## config.mk

```make
export PLATFORM = sky130hd
export DESIGN_NAME = mem_access_stage
export DESIGN_NICKNAME = d
export VERILOG_FILES = /design/src/rtl/rv64_pkg.sv /design/src/rtl/mem_access_stage_lane_align.sv /design/src/rtl/mem_access_stage.sv
export SDC_FILE = /design/constraint.sdc
export NUM_CORES = 1
export LEC_CHECK = 0
export ABC_AREA = 1
export ABC_CLOCK_PERIOD_IN_PS = 2000
export BUFFER_PORTS_ARGS = -buffer_cell sky130_fd_sc_hd__buf_2
export CAP_MARGIN = 30
export CORE_AREA = 3 3 288 290
export CTS_CLUSTER_DIAMETER = 100
export DETAILED_ROUTE_END_ITERATION = 10
export DIE_AREA = 0 0 291 293
export SYNTH_ARGS = -nofsm -noshare
export SYNTH_HDL_FRONTEND = slang
export SYNTH_SLANG_ARGS = --single-unit
```

## constraint.sdc

```tcl
create_clock -name clk -period 2 [get_ports clk]
set_input_delay 0 -clock clk [delete_from_list [all_inputs] [get_ports clk]]
set_output_delay 0 -clock clk [all_outputs]
set_load 0.03 [all_outputs]
```

## src/rtl/rv64_pkg.sv

```systemverilog
// Shared RV64 memory-stage types: ls_info bit indices, stage states, lane masks.
// Decode helpers map one-hot ls_info to byte masks, signedness and misalignment.
package rv64_pkg;

  localparam int LS_LB  = 10;
  localparam int LS_LH  = 9;
  localparam int LS_LW  = 8;
  localparam int LS_LD  = 7;
  localparam int LS_LBU = 6;
  localparam int LS_LHU = 5;
  localparam int LS_LWU = 4;
  localparam int LS_SB  = 3;
  localparam int LS_SH  = 2;
  localparam int LS_SW  = 1;
  localparam int LS_SD  = 0;

  typedef enum logic [1:0] {
    MS_IDLE = 2'd0,
    MS_REQ  = 2'd1,
    MS_WAIT = 2'd2,
    MS_DONE = 2'd3
  } ms_state_t;

  localparam logic [7:0] MASK_B = 8'h01;
  localparam logic [7:0] MASK_H = 8'h03;
  localparam logic [7:0] MASK_W = 8'h0F;
  localparam logic [7:0] MASK_D = 8'hFF;

  function automatic logic [7:0] ls_mask(
    input logic [10:0] ls
  );
    logic [7:0] m;
    m = 8'h00;
    unique case (1'b1)
      ls[LS_LB], ls[LS_LBU], ls[LS_SB]: m = MASK_B;
      ls[LS_LH], ls[LS_LHU], ls[LS_SH]: m = MASK_H;
      ls[LS_LW], ls[LS_LWU], ls[LS_SW]: m = MASK_W;
      ls[LS_LD], ls[LS_SD]:             m = MASK_D;
      default:                          m = 8'h00;
    endcase
    return m;
  endfunction

  function automatic logic ls_signed(
    input logic [10:0] ls
  );
    return ls[LS_LB] | ls[LS_LH] | ls[LS_LW];
  endfunction

  function automatic logic ls_misaligned(
    input logic [10:0] ls,
    input logic [2:0]  off
  );
    logic m;
    m = 1'b0;
    unique case (ls_mask(ls))
      MASK_H:  m = off[0];
      MASK_W:  m = |off[1:0];
      MASK_D:  m = |off;
      default: m = 1'b0;
    endcase
    return m;
  endfunction

endpackage

```

## src/rtl/mem_access_stage_lane_align.sv

```systemverilog
// Byte-lane alignment for the memory stage: store shift/strobes and
// load extraction with sign/zero extension. Purely combinational.
module mem_lane_align
  import rv64_pkg::*;
(
  input  logic [2:0]  off,
  input  logic [7:0]  mask,
  input  logic        sgn,
  input  logic [63:0] store_data,
  input  logic [63:0] rdata,
  output logic [63:0] wdata,
  output logic [7:0]  wstrb,
  output logic [63:0] load_data
);

  logic [15:0] strb_wide;
  logic [63:0] raw;
  logic [5:0]  sh;

  always_comb begin
    sh        = {off, 3'b000};
    strb_wide = {8'h00, mask} << off;
    // lanes past byte 7 fall off the top
    wstrb     = strb_wide[7:0];
    wdata     = store_data << sh;
    raw       = rdata >> sh;
    load_data = raw;
    unique case (mask)
      MASK_B: load_data = sgn ? {{56{raw[7]}}, raw[7:0]}
                              : {56'd0, raw[7:0]};
      MASK_H: load_data = sgn ? {{48{raw[15]}}, raw[15:0]}
                              : {48'd0, raw[15:0]};
      MASK_W: load_data = sgn ? {{32{raw[31]}}, raw[31:0]}
                              : {32'd0, raw[31:0]};
      default: load_data = raw;
    endcase
  end

endmodule

```

## src/rtl/mem_access_stage.sv

```systemverilog
// RV64 memory stage: one bus request per load/store, lane align, extend.
// Build option MEM_MISALIGN_TRAP_EN adds out_misalign and skips misaligned accesses.
module mem_access_stage
  import rv64_pkg::*;
#(
  parameter int WIDTH   = 64,
  parameter int CINFO_W = 161
) (
  input  logic               clk,
  input  logic               rst,
  input  logic               in_valid,
  output logic               in_ready,
  input  logic [10:0]        in_ls_info,
  input  logic [WIDTH-1:0]   in_alu_result,
  input  logic [WIDTH-1:0]   in_store_data,
  input  logic [CINFO_W-1:0] in_commit_info,
  output logic               out_valid,
  input  logic               out_ready,
  output logic [WIDTH-1:0]   out_wb_data,
  output logic [CINFO_W-1:0] out_commit_info,
  output logic               mem_req_valid,
  input  logic               mem_req_ready,
  output logic [WIDTH-1:0]   mem_req_addr,
  output logic               mem_req_wen,
  output logic [WIDTH-1:0]   mem_req_wdata,
  output logic [7:0]         mem_req_wstrb,
  input  logic               mem_rsp_valid,
  input  logic [WIDTH-1:0]   mem_rsp_rdata
`ifdef MEM_MISALIGN_TRAP_EN
  ,
  output logic               out_misalign
`endif
);

  ms_state_t state_q, state_d;

  logic [10:0]        ls_q;
  logic [WIDTH-1:0]   addr_q;
  logic [WIDTH-1:0]   sdata_q;
  logic [WIDTH-1:0]   wb_q;
  logic [CINFO_W-1:0] ci_q;

  logic               accept;
  logic               is_mem_in;
  logic               is_store_q;
  logic               trap;
  logic [WIDTH-1:0]   wdata;
  logic [7:0]         wstrb;
  logic [WIDTH-1:0]   load_data;

  assign in_ready   = (state_q == MS_IDLE);
  assign accept     = in_valid && in_ready;
  assign is_mem_in  = |in_ls_info;
  assign is_store_q = |ls_q[LS_SB:LS_SD];

`ifdef MEM_MISALIGN_TRAP_EN
  logic mis_q;
  assign trap = is_mem_in &&
                ls_misaligned(in_ls_info, in_alu_result[2:0]);
  assign out_misalign = mis_q;
`else
  assign trap = 1'b0;
`endif

  mem_lane_align u_align (
    .off        (addr_q[2:0]),
    .mask       (ls_mask(ls_q)),
    .sgn        (ls_signed(ls_q)),
    .store_data (sdata_q),
    .rdata      (mem_rsp_rdata),
    .wdata      (wdata),
    .wstrb      (wstrb),
    .load_data  (load_data)
  );

  always_ff @(posedge clk) begin
    if (rst) state_q <= MS_IDLE;
    else     state_q <= state_d;
  end

  always_comb begin
    state_d = state_q;
    unique case (state_q)
      MS_IDLE:
        if (accept)
          state_d = (!is_mem_in || trap) ? MS_DONE : MS_REQ;
      MS_REQ:
        if (mem_req_ready) state_d = MS_WAIT;
      MS_WAIT:
        if (mem_rsp_valid) state_d = MS_DONE;
      MS_DONE:
        if (out_ready) state_d = MS_IDLE;
      default: state_d = MS_IDLE;
    endcase
  end

  always_ff @(posedge clk) begin
    if (rst) begin
      ls_q    <= '0;
      addr_q  <= '0;
      sdata_q <= '0;
      wb_q    <= '0;
      ci_q    <= '0;
`ifdef MEM_MISALIGN_TRAP_EN
      mis_q   <= 1'b0;
`endif
    end else if (accept) begin
      ls_q    <= in_ls_info;
      addr_q  <= in_alu_result;
      sdata_q <= in_store_data;
      ci_q    <= in_commit_info;
      // ALU result and trapped address both report the input word
      wb_q    <= in_alu_result;
`ifdef MEM_MISALIGN_TRAP_EN
      mis_q   <= trap;
`endif
    end else if (state_q == MS_WAIT && mem_rsp_valid) begin
      wb_q <= is_store_q ? '0 : load_data;
    end
  end

  assign out_valid       = (state_q == MS_DONE);
  assign out_wb_data     = wb_q;
  assign out_commit_info = ci_q;

  assign mem_req_valid = (state_q == MS_REQ);
  assign mem_req_addr  = {addr_q[WIDTH-1:3], 3'b000};
  assign mem_req_wen   = mem_req_valid && is_store_q;
  assign mem_req_wdata = wdata;
  assign mem_req_wstrb = is_store_q ? wstrb : 8'h00;

endmodule

```

==> results.md <==
- The flow ran to the end, but the final reports show violations.
- The checks that failed: negative hold slack, negative setup slack.
- Setup repair after global routing could not meet its margin everywhere.
- The critical path data arrival time is roughly 2.1 ns.
- The number of antenna violations at the first check in global routing was 18.
- The worst slack after detailed placement is 0.0577 ns.
- The peak ir drop on the vdd network is approximately 0.00077 V.
- The max-slew violation count is 0.
- The finished layout holds ~4800 standard cells, fillers aside.
- The hold slack is -0.0176 ns.
- The HPWL reported at the end of detailed placement is about 67000 µm.
- The final cell utilization of the core is 37.4%.
- The area growth from synthesis to layout is 69.1%.
- The timing-limited maximum frequency is about 0.48 GHz.
- The filler cell count in the final layout is ~8200.
- The final routed DRC violation total is 0.
- The CTS buffer count is 45.
- The count of buffers from port buffering is 731.
- For hold timing, the worst endpoint is state_q[1].
- The synthesized design contains roughly 370 register bits.
- Routability-driven placement finished with a final weighted congestion of about 0.9.
- The routed design could run at a clock period as short as about 2.1 ns.
- The final critical-path setup slack is -0.0961 ns.
- The worst hold path passes through 6 cells.
- Setup violations remaining at the end of the flow were counted as 27.
- Clock tree synthesis selected as its root buffer the cell clkbuf_16.
- The die is 293 µm tall.
- In the detailed route, the total length drawn on met2 is approximately 46000 µm.
- The synthesized instance count is between 2000 and 3000.
- The clock tree from TritonCTS is yes.
- The starting DRC count in detailed routing is 1894.
- The startpoint identified for the worst hold timing path is out_ready.
- The leakage power of the design is between 10 and 15 nW.
- The required time at the endpoint of the critical path is approximately 2 ns.
- In the global route stage, overall resource usage came out at roughly 21%.
- For this run, the detailed router's first-pass iteration total came to 6.
- In this run the power density over the cells is around 1400 nW/µm².
- For this block, the via count after detailed routing is roughly 22000.
- In this run the tightest slew margin relative to its limit is 53.0%.
- Cells with a size suffix above 1 make up a little under a third of the layout.
- The area enclosed by the die boundary is 85300 µm².
- The total placed cells including tap cells is about 4300.
- The distinct cell type count of the synthesized netlist is 36.
- The type of origin of the critical path is a flip-flop.
- Across the whole layout, storage elements account for ~7300 µm².
- The average instance in the mapped netlist occupies between 6 and 7 µm².
- The critical path goes through buf_12 > inv_12 > buf_16 > nand2_2 > a21oi_2 > a31oi_1 > o21ai_1 > buf_4.
- The top-area cell type share of the netlist area is 41.2%.
- The clock-pin transition on the worst setup and hold timing paths is roughly 0.06 ns.
- At the later pin of the worst-skew pair, clock insertion delay measures between 0.5 and 0.6 ns.
- For this design, the sink count on the clock tree is ~370.
- The total power draw is roughly 0.042 W.
- The I/O pin count is roughly 740.
- The launch point of the worst reg-to-reg path is addr_q[0].
- The effective utilization at floorplan is between 20 and 25%.
- Measured along the x axis, the die boundary spans slightly below 300 µm.
- The depth of the worst register-to-register path is 12.
- The total count of hold-check failures in the final report is 1.
- The slew at the pin closest to its max-slew limit is 0.705 ns.
- The reg-to-reg setup timing slack is approximately 0.030 ns.
- The number of global-route vias before repair came to between 20000 and 25000.
- The terminus of the critical flop-to-flop path is out_wb_data[50].
- In the final routing, the length of wire on met1 measures 37800 µm.
- Of all nets on the critical path, the largest fanout is 8.
- The largest net degree at the start of global routing is around 130.
- The area of the core region is about 81000 µm².
- The critical path's largest stage delay is about 0.38 ns.
- The cell at the slowest stage of the critical path is dfxtp_4.
- After the last flow step, the layout net total stands at a little over 4000.
- The routed wire length is a little under 100000 µm.
- The floorplan has about 100 rows.
- The critical path is of the reg2out type.
- During synthesis, Yosys emitted a total of 0 warnings.
- The share of the Yosys chip area taken by registers is between 40% and 50%.
- The area of the mapped netlist is 17800 µm².
- In this run the deepest clock path goes through 3 buffers.
- The max-capacitance violation count is 0.
- The amount of wire on met3 after detailed routing is 8320 µm.
- Dividing the detail-routed via count by the number of cells gives 4.68.
- The leading area contributor after synthesis is dfxtp_1.
- The tightest min-delay check is of the in2reg type.
- The worst setup path is captured at an output pin.
- The count of nets left with antenna violations after detail routing is 0.
- After detailed routing, the average wire length per cell comes to a little over 20 µm.
- Of the available clock period, the critical path in the final layout requires 105%.
- Across the routed clock network, the largest skew measured is about 0.024 ns.
- For this run the aggregate overflow at the end of global routing stands at 0.
- The H-tree was split into 2 levels.
- In the final layout, the multi-input gates occupy about 10000 µm².
- In the post-synthesis netlist, the biggest area contributors are dfxtp_1 41%, nand2_1 14%, nor2_1 11%.
- The highest metal layer used by the detailed router is met5.
- The first-pass GRT wire length is around 140000 µm.
[area by class of cell]
type                       count  area share (%)
clock buffer                  61            4.11
tap                         1060            4.40
inverter                      59           0.877
timing repair buffer        1223            32.3
antenna                       14           0.116
multi-input combinational   1993            33.1
clock inverter                20           0.652
sequential                   366            24.4
[critical path: cells and delay by family, from the launching register on]
family	cells	cell delay, ns
and+or+nand+nor	1	0.07
DFF	1	0.38
buffers and inverters	4	0.62
AOI/OAI and AO/OA	3	0.43
[report_power, final]
group	internal [W]	switching (W)	total [W]
combinational	0.00832	0.0148	0.0232
clock	0.00463	0.00347	0.00810
sequential	0.00922	0.00136	0.0106
total	0.0222	0.0197	0.0418
[registers in the layout, indices dropped and copies added, names as in the netlist]
signal / flops
addr_q: 64
ls_q: 11
out_commit_info: 161
out_wb_data: 64
sdata_q: 64
state_q: 2
[synthesized netlist by cell type, drive strengths merged]
cell / count
o2111ai: 1
nor4: 2
o21ai: 295
nand2: 660
inv: 59
clkbuf: 127
a21oi: 139
nor3: 4
o211ai: 9
buf: 144
o21bai: 32
conb: 1
nand3: 249
a31oi: 21
nand4: 4
nor2: 537
dfxtp: 366
ha: 4
mux2i: 23
a22oi: 1
and2: 1
or2: 5
o311ai: 1
[timing repair]
action	in CTS	in global routing
setup endpoints to repair	69	195
pin swaps	36	54
gates resized for setup	279	186
endpoints found under the hold margin	366	0
hold buffers	328	0
cloned	15	17
buffers inserted	24	30
[worst max path at each step]
stage	cells after the start	end	slack, ns	start
after floorplan	9	out_wb_data[55]	0.1	state_q[0]
after global placement	10	out_wb_data[23]	0.06	addr_q[0]
after detailed placement	9	out_wb_data[45]	0.06	addr_q[0]
after CTS	8	mem_req_wdata[62]	-0.13	addr_q[0]
after global routing	9	mem_req_wdata[20]	-0.16	addr_q[0]
final	8	mem_req_wdata[49]	-0.1	addr_q[0]
[metal layers]
layer  global-route usage (%)  vias to the layer above
met5                        0                        -
met4                     8.20                       18
li1                         -                    10700
met3                     4.98                      211
met1                     24.9                    10400
met2                     35.5                     1060
[layout by cell type, fill, tap and decap left out, types with 6 or more instances in the layout]
| cell | Yosys | layout |
|---|---|---|
| buf_2 | 46 | 661 |
| nand2_1 | 653 | 607 |
| nor2_1 | 533 | 519 |
| dfxtp_1 | 366 | 354 |
| dlygate4sd3_1 | 0 | 327 |
| o21ai_0 | 290 | 237 |
| nand3_1 | 248 | 220 |
| a21oi_1 | 139 | 117 |
| buf_4 | 78 | 110 |
| clkbuf_16 | 0 | 60 |
| inv_1 | 52 | 50 |
| buf_12 | 0 | 49 |
| buf_6 | 8 | 42 |
| nand2_2 | 5 | 31 |
| o21ai_1 | 4 | 28 |
| o21ai_2 | 1 | 28 |
| o21bai_1 | 32 | 24 |
| nand3_2 | 1 | 23 |
| a21oi_2 | 0 | 20 |
| mux2i_4 | 0 | 16 |
| nand2_4 | 2 | 16 |
| a31oi_1 | 21 | 15 |
| diode_2 | 0 | 14 |
| buf_16 | 0 | 13 |
| nor2_2 | 2 | 11 |
| clkbuf_1 | 127 | 11 |
| dfxtp_2 | 0 | 10 |
| o211ai_1 | 9 | 9 |
| nand2_8 | 0 | 8 |
| o21bai_4 | 0 | 8 |
| nor2_4 | 2 | 7 |
| clkinv_2 | 0 | 7 |
| nand3_4 | 0 | 6 |
[cells by family (layout without fill, tap and decap cells)]
group                    count (synthesis)  in the layout  share of synthesized area (%)
AND/OR/NAND/NOR                       1462           1464                           33.2
AO/OA/AOI/OAI                          499            499                           14.8
flip-flops                             366            366                           41.2
buffers and inverters                  330           1363                           9.26
multiplexers                            23             23                           1.29
adder cells (fa/ha/maj)                  4              4                          0.281
other                                    1             17                         0.0211
[per-stage QoR]
step	TNS [ns]	instance area (µm²)
finish	-1.11	30100
global placement	0	22500
global route	-6.42	30100
CTS	-6.20	28700
floorplan	0	17800
detailed placement	0	22500
Note: power is estimated with default switching activity, not from simulation.
